<file path="src/rtl/letter_display_scanner_pkg.sv">
// Shared constants for the letter display scanner.
// Letter codes, blank code, default guard time, width helper.
package letter_display_pkg;

   typedef enum logic [3:0] {
      LTR_0     = 4'h0,
      LTR_1     = 4'h1,
      LTR_2     = 4'h2,
      LTR_3     = 4'h3,
      LTR_4     = 4'h4,
      LTR_5     = 4'h5,
      LTR_6     = 4'h6,
      LTR_7     = 4'h7,
      LTR_BLANK = 4'hF
   } letter_e;

   localparam logic [3:0] BLANK_CODE = LTR_BLANK;
   localparam int DEAD_CYC_DEF = 2;

   function automatic int clog2(input int v);
      int r;
      r = 1;
      for (int i = 1; i < 31; i++)
         if ((1 << i) < v) r = i + 1;
      return r;
   endfunction

endpackage

</file>
<file path="src/rtl/letter_display_scanner_if.sv">
// Word load / display bus of the letter display scanner.
// blink_mask exists only when LDS_BLINK_EN is defined.
interface letter_display_scanner_if #(
   parameter int NUM_DIGITS = 4,
   parameter int CODE_W     = 4
);

   logic                         word_load;
   logic [NUM_DIGITS*CODE_W-1:0] word_in;
   logic                         load_ack;
   logic [CODE_W-1:0]            letter_code;
   logic [NUM_DIGITS-1:0]        an_out;
   logic                         frame_tick;
`ifdef LDS_BLINK_EN
   logic [NUM_DIGITS-1:0]        blink_mask;
`endif

   modport master (
      output word_load,
      output word_in,
`ifdef LDS_BLINK_EN
      output blink_mask,
`endif
      input  load_ack,
      input  letter_code,
      input  an_out,
      input  frame_tick
   );

   modport slave (
      input  word_load,
      input  word_in,
`ifdef LDS_BLINK_EN
      input  blink_mask,
`endif
      output load_ack,
      output letter_code,
      output an_out,
      output frame_tick
   );

endinterface

</file>
<file path="src/rtl/letter_display_scanner_refresh_divider.sv">
// Digit slot divider: counts clocks within a slot.
// slot_tick marks the last clock, in_dead the anode guard time.
module refresh_divider
   import letter_display_pkg::*;
#(
   parameter int REFRESH_DIV = 50000,
   parameter int DEAD_CYC    = DEAD_CYC_DEF
) (
   input  logic clk,
   input  logic rst,
   output logic slot_tick,
   output logic in_dead
);

   localparam int CNT_W = clog2(REFRESH_DIV);
   localparam logic [CNT_W-1:0] CNT_MAX = CNT_W'(REFRESH_DIV - 1);
   localparam logic [CNT_W-1:0] DEAD_N  = CNT_W'(DEAD_CYC);

   logic [CNT_W-1:0] cnt;

   assign slot_tick = (cnt == CNT_MAX);
   assign in_dead   = (cnt < DEAD_N);

   // free-running slot counter
   always_ff @(posedge clk or posedge rst) begin
      if (rst)            cnt <= '0;
      else if (slot_tick) cnt <= '0;
      else                cnt <= cnt + 1'b1;
   end

endmodule

</file>
<file path="src/rtl/letter_display_scanner.sv">
// Multiplexes a double-buffered word onto active-low digit anodes.
// Optional LDS_BLINK_EN adds per-digit blinking via blink_mask.
module letter_display_scanner
   import letter_display_pkg::*;
#(
   parameter int NUM_DIGITS   = 4,
   parameter int CODE_W       = 4,
   parameter int REFRESH_DIV  = 50000,
   parameter int DEAD_CYC     = DEAD_CYC_DEF
`ifdef LDS_BLINK_EN
   ,parameter int BLINK_FRAMES = 64
`endif
) (
   input logic                 clk,
   input logic                 rst,
   letter_display_scanner_if.slave bus
);

   localparam int IDX_W  = clog2(NUM_DIGITS);
   localparam int WORD_W = NUM_DIGITS * CODE_W;
   localparam logic [IDX_W-1:0]  LAST_IDX = IDX_W'(NUM_DIGITS - 1);
   localparam logic [CODE_W-1:0] BLANK    = CODE_W'(BLANK_CODE);

   logic              slot_tick;
   logic              in_dead;
   logic              fb;
   logic              vis;
   logic [IDX_W-1:0]  idx;
   logic [WORD_W-1:0] active_word;
   logic [WORD_W-1:0] shadow_word;
   logic              pending;

   logic [CODE_W-1:0]     code_q;
   logic [NUM_DIGITS-1:0] an_q;
   logic                  tick_q;
   logic                  ack_q;

   refresh_divider #(
      .REFRESH_DIV (REFRESH_DIV),
      .DEAD_CYC    (DEAD_CYC)
   ) u_div (
      .clk       (clk),
      .rst       (rst),
      .slot_tick (slot_tick),
      .in_dead   (in_dead)
   );

   assign fb = slot_tick && (idx == LAST_IDX);

   // digit index advances once per slot
   always_ff @(posedge clk or posedge rst) begin
      if (rst)            idx <= '0;
      else if (slot_tick) idx <= (idx == LAST_IDX) ? '0 : idx + 1'b1;
   end

   // double buffer: new words land in active only at a frame boundary
   always_ff @(posedge clk or posedge rst) begin
      if (rst) begin
         active_word <= {NUM_DIGITS{BLANK}};
         shadow_word <= {NUM_DIGITS{BLANK}};
         pending     <= 1'b0;
      end else if (fb && bus.word_load) begin
         active_word <= bus.word_in;
         pending     <= 1'b0;
      end else if (fb && pending) begin
         active_word <= shadow_word;
         pending     <= 1'b0;
      end else if (bus.word_load) begin
         shadow_word <= bus.word_in;
         pending     <= 1'b1;
      end
   end

`ifdef LDS_BLINK_EN
   localparam int FRM_W = clog2(BLINK_FRAMES);
   localparam logic [FRM_W-1:0] FRM_MAX = FRM_W'(BLINK_FRAMES - 1);

   logic [FRM_W-1:0] frm_cnt;
   logic             phase;

   // blink phase flips every BLINK_FRAMES frames, starts visible
   always_ff @(posedge clk or posedge rst) begin
      if (rst) begin
         frm_cnt <= '0;
         phase   <= 1'b0;
      end else if (fb) begin
         if (frm_cnt == FRM_MAX) begin
            frm_cnt <= '0;
            phase   <= ~phase;
         end else begin
            frm_cnt <= frm_cnt + 1'b1;
         end
      end
   end

   assign vis = !(phase && bus.blink_mask[idx]);
`else
   assign vis = 1'b1;
`endif

   // registered outputs, one clock behind the scan state
   always_ff @(posedge clk or posedge rst) begin
      if (rst) begin
         code_q <= BLANK;
         an_q   <= '1;
         tick_q <= 1'b0;
         ack_q  <= 1'b0;
      end else begin
         code_q <= vis ? active_word[idx*CODE_W +: CODE_W] : BLANK;
         an_q   <= (in_dead || !vis) ? '1 : ~(NUM_DIGITS'(1) << idx);
         tick_q <= fb;
         ack_q  <= fb && (pending || bus.word_load);
      end
   end

   assign bus.letter_code = code_q;
   assign bus.an_out      = an_q;
   assign bus.frame_tick  = tick_q;
   assign bus.load_ack    = ack_q;

endmodule
</file>
<file path="src/flat_wrapper.sv">
// flat-port wrapper written by rule: the top's interface ports become plain ports
module letter_display_scanner_flat import letter_display_pkg::*;
#(
   parameter int NUM_DIGITS   = 4,
   parameter int CODE_W       = 4,
   parameter int REFRESH_DIV  = 50000,
   parameter int DEAD_CYC     = DEAD_CYC_DEF

)
  (clk, rst, bus_word_load, bus_word_in, bus_load_ack, bus_letter_code, bus_an_out, bus_frame_tick);
  letter_display_scanner_if #(.NUM_DIGITS(NUM_DIGITS), .CODE_W(CODE_W)) bus_i ();
  input logic clk;
  input logic rst;
  input wire logic [$bits(bus_i.word_load)-1:0] bus_word_load;
  input wire logic [$bits(bus_i.word_in)-1:0] bus_word_in;
  output wire logic [$bits(bus_i.load_ack)-1:0] bus_load_ack;
  output wire logic [$bits(bus_i.letter_code)-1:0] bus_letter_code;
  output wire logic [$bits(bus_i.an_out)-1:0] bus_an_out;
  output wire logic [$bits(bus_i.frame_tick)-1:0] bus_frame_tick;
  assign bus_i.word_load = bus_word_load;
  assign bus_i.word_in = bus_word_in;
  assign bus_load_ack = bus_i.load_ack;
  assign bus_letter_code = bus_i.letter_code;
  assign bus_an_out = bus_i.an_out;
  assign bus_frame_tick = bus_i.frame_tick;
  letter_display_scanner #(.NUM_DIGITS(NUM_DIGITS), .CODE_W(CODE_W), .REFRESH_DIV(REFRESH_DIV), .DEAD_CYC(DEAD_CYC)) u_core (.clk(clk), .rst(rst), .bus(bus_i));
endmodule
</file>
<file path="config.mk">
export PLATFORM = sky130hd
export DESIGN_NAME = letter_display_scanner_flat
export DESIGN_NICKNAME = d
export VERILOG_FILES = /design/src/rtl/letter_display_scanner_pkg.sv /design/src/rtl/letter_display_scanner_if.sv /design/src/rtl/letter_display_scanner_refresh_divider.sv /design/src/rtl/letter_display_scanner.sv /design/src/flat_wrapper.sv
export SDC_FILE = /design/constraint.sdc
export NUM_CORES = 1
export LEC_CHECK = 0
export CORE_UTILIZATION = 60
export DETAILED_ROUTE_END_ITERATION = 12
export PLACE_DENSITY = 0.83
export SETUP_SLACK_MARGIN = 0.05
export SKIP_LAST_GASP = 1
export SYNTH_ARGS = -nofsm -noshare
export SYNTH_HDL_FRONTEND = slang
export SYNTH_SLANG_ARGS = --single-unit
</file>
<file path="constraint.sdc">
create_clock -name clk -period 5.8 [get_ports clk]
set_input_delay 1.16 -clock clk [delete_from_list [all_inputs] [get_ports clk]]
set_output_delay 1.16 -clock clk [all_outputs]
set_load 0.05 [all_outputs]
</file>
==> results <==
- Prior to clock tree synthesis, the placed netlist has a worst setup slack of 2.514 ns.
- The first-pass iteration count of the detailed router is 8.
- The die is 71.30 microns tall.
- The number of post-CTS setup repair buffers is 0.
- Leaving out fill and tap cells, the most frequent cells in the layout are dfstp_2 (40), clkdlybuf4s50_1 (28), dfrtp_1 (21), nand2_1 (17).
- The number of slew-limit violations in the final report was 0.
- Of the total synthesized cell area, the portion taken by AND, OR, NAND and NOR gates is 16.59%.
- The post-route clock skew is 0.008714 ns.
- The first-pass GRT wire length is 8970 microns.
- The hold violation total from the final report is 0.
- For hold timing, the worst endpoint is u_core.u_div.cnt[12].
- The largest vdd supply drop is 0.2533 mV.
- After layout, the worst setup slack is 2.855 ns.
- In this run, post-CTS repair resized a total of 0 instances.
- In the synthesized netlist, the number of instances is 246.
- Setup repair after global routing left no endpoint under its margin.
- At the end of routability-driven placement, the weighted congestion stood at 0.8147.
- In this run the remaining antenna-violating nets after routing total 0.
- After detailed routing, the total wire length is 5204 microns.
- The total of warnings raised by yosys is 0.
- The final critical-path share of the clock period is 50.77%.
- The library cell used most frequently in the layout, excluding fill and tap cells, is dfstp_2.
- In this run, distinct cell masters in the synthesized netlist total 41.
- The static power due to leakage is 1.393 nW.
- The worst reg-to-reg setup slack is 3.29 ns.
- The initial antenna violation count is 0.
- The clock passes through at most 2 buffers.
- Using the TritonRoute via totals, the vias-per-cell ratio works out to 5.731.
- The fraction of layout instances using a drive strength above 1 is 26.16%.
- Dividing the detail-routed wire length by the instance count gives 15.72 microns.
- The depth of the worst register-to-register path is 5.
- The kind of capture point of the worst setup path is a flop.
- In this run the most critical hold path is launched from u_core.u_div.cnt[12].
- Clock-pin slew was measured on the worst setup and hold paths at 0.07 ns.
- The area fraction in compound gates after synthesis is 8.467%.
- After legalization and detailed placement, the total HPWL measured 3609 microns.
- CTS saw 61 sinks.
- After detailed routing, the number of remaining DRC violations is 2.
- The top cell type by area accounts for 36.47% of the synthesized area.
- Counting instances, the worst hold path has a depth of 1.
- The checks that failed: design-rule violations.
- The global route total overflow is 0.
- The via count of the first global-routing pass is 1898.
- The aggregate negative setup slack is 0 ns.
- The required time of the worst setup path is 6.08 ns.
- Dividing the synthesized area by the synthesized cell count gives 11.71 sq um.
- The global router's overall resource usage is 23.56%.
- The share of synthesized area spent on multiplexers is 10.42%.
- In this run the number of H-tree levels came out at 3.
- The achievable clock frequency is 0.3396 GHz.
- The clock period could shrink to 2.945 ns.
- The floorplan step defined a die boundary enclosing 5084 sq um.
- The cts-stage hold buffer count is 0.
- The pin slew with the least headroom to its limit is 1.148 ns.
- The tool flagged a number of max-cap violations equal to 0.
- The leading area contributor after synthesis is dfstp_2.
- The main combinational cell family by area after synthesis is simple AND/OR/NAND/NOR gates.
- Entering global routing, the biggest net connects 46 pins.
- TritonCTS built the clock tree.
- In this run the core area contains 24 standard-cell rows.
- In this run the tightest slew margin relative to its limit is 23.20%.
- The classification of the worst-slack hold path is flop to flop.
- The category of the critical setup timing path is input port to flop.
- The terminus of the critical flop-to-flop path is u_core.shadow_word[14].
- Counting the buffers created by CTS gives 9.
- The post-synth design cell area is 2882 sq um.
- For this design the top-level I/O count stands at 29.
- The flow ran to the end, but the final reports show violations.
- Relative to the synthesized area, the layout overhead comes to 18.02%.
- For this configuration, the core starts out at a cell density of 64.40%.
- The width of the die is 71.30 microns.
- The fraction of synthesized cell area in xor and xnor cells is 3.343%.
- At the worst endpoint, the arrival time is 3.22 ns.
- In this run the worst path has a maximum fanout of 35.
- The count of inserted antenna diode cells is 0.
- Port buffering added 28 buffers.
- The total power density per cell area is 273.7 nW/um^2.
- The first routing iteration left 97 violations.
- By area the synthesized netlist is led by dfstp_2 (36%), dfrtp_1 (18%), o22a_1 (4.0%).
- The worst-skew pair later-pin latency is 0.34 ns.
- Summing the sequential cell areas from Yosys gives 54.71% of the chip area.
- After synthesis the netlist holds a flip-flop and latch count of 61.
- The routed layout has 1897 vias.
- The arithmetic-cell share of the synthesized area counting full adders, half adders and majority gates is 2.171%.
- Setup violations remaining at the end of the flow were counted as 0.
- The net count after synthesis is 270.
- The critical path launch point type is an input port.
- The total core area is 4474 sq um.
- The startpoint of the worst-slack reg-to-reg timing path is u_core.u_div.cnt[4].
- The clock root buffer is clkbuf_8.
- The number of nets at the end of the flow is 298.
==> cells in the mapped netlist (all sizes together) <==
cell    instances
nor2           16
ha              5
mux2           16
and4            3
dfstp          40
a21oi          13
clkbuf          8
and3            2
or4             3
a31oi           2
or2             1
o21bai          1
nor4            3
xnor2           4
a32oi           2
and2            2
nor3b          14
mux4            4
o22a           13
nor3            2
inv            17
nand4           1
xor2            7
buf             4
o31ai           1
mux2i           3
and3b           3
nand3          11
o21ai           4
and2b           1
nand2          18
or3             1
dfrtp          21
==> cell type report <==
type,count,area [sq um]
Fill cell,297,1074
Inverter,17,63.81
Clock inverter,3,67.56
Clock buffer,13,158.9
Sequential cell,61,1577
Tap cell,52,65.06
Timing Repair Buffer,29,287.8
Multi-Input combinational cell,156,1181
==> metrics by stage <==
stage          instances  instance area (sq um)  power (mW)  util, %  hold slack [ns]
2_1_floorplan        246                   2882      0.4897        -           0.4639
3_3_place_gp         315                   3174      0.5093    70.95           0.4955
4_1_cts              331                   3401      0.9376    76.01           0.5056
6_report             331                   3401      0.9309    76.01           0.5086
3_5_place_dp         315                   3174      0.5117    70.95           0.4990
5_1_grt              331                   3401      0.9619    76.01           0.5353
==> cells by family (layout without fill, tap and decap cells) <==
kind of cell	count (synthesis)	after routing
AND/OR/NAND/NOR	81	81
flip-flops	61	61
AO/OA/AOI/OAI	36	36
buffers and inverters	29	62
multiplexers	23	23
XOR/XNOR	11	11
adder cells (fa/ha/maj)	5	5
==> flip-flops by register name (all words and copies together), names as in the netlist <==
name and flops:
u_core.active_word 16, u_core.shadow_word 16, u_core.u_div.cnt 16, u_core.bus.an_out 4
u_core.bus.letter_code 4, u_core.idx 2, u_core.bus.frame_tick 1, u_core.bus.load_ack 1
u_core.pending 1
==> critical path, cell delays in order <==
cell,delay (ns)
clkdlybuf4s50_1,1.23
nor2_1,0.21
and2b_4,0.43
o22a_1,0.18
==> routing by layer <==
layer  vias up  GRT usage, %  part of all wire [%]  routed length (microns)
li1        919             -                     -                        -
met1       936         28.25                    43                     2263
met2        33         40.21                    52                     2700
met3         9         6.610                   2.4                      125
met4         0         9.556                   2.2                      115
met5         -             0                     0                        0
==> where the power goes <==
part | internal (mW) | switching, mW | total, mW
combinational | 0.0267 | 0.0259 | 0.0526
clock | 0.266 | 0.161 | 0.427
sequential | 0.446 | 0.00541 | 0.451
total | 0.738 | 0.192 | 0.931
==> worst max path at each step <==
stage	end	slack [ns]	start	cells past startpoint
after detailed placement	u_core.active_word[10]	2.51	bus_word_load	4
after global placement	u_core.active_word[0]	2.62	bus_word_load	4
final	u_core.active_word[10]	2.86	bus_word_load	4
after CTS	u_core.active_word[10]	2.87	bus_word_load	4
after floorplan	u_core.bus.frame_tick	3.19	rst	1
after global routing	u_core.active_word[11]	2.68	bus_word_load	4
(Power assumes the default switching activity.)
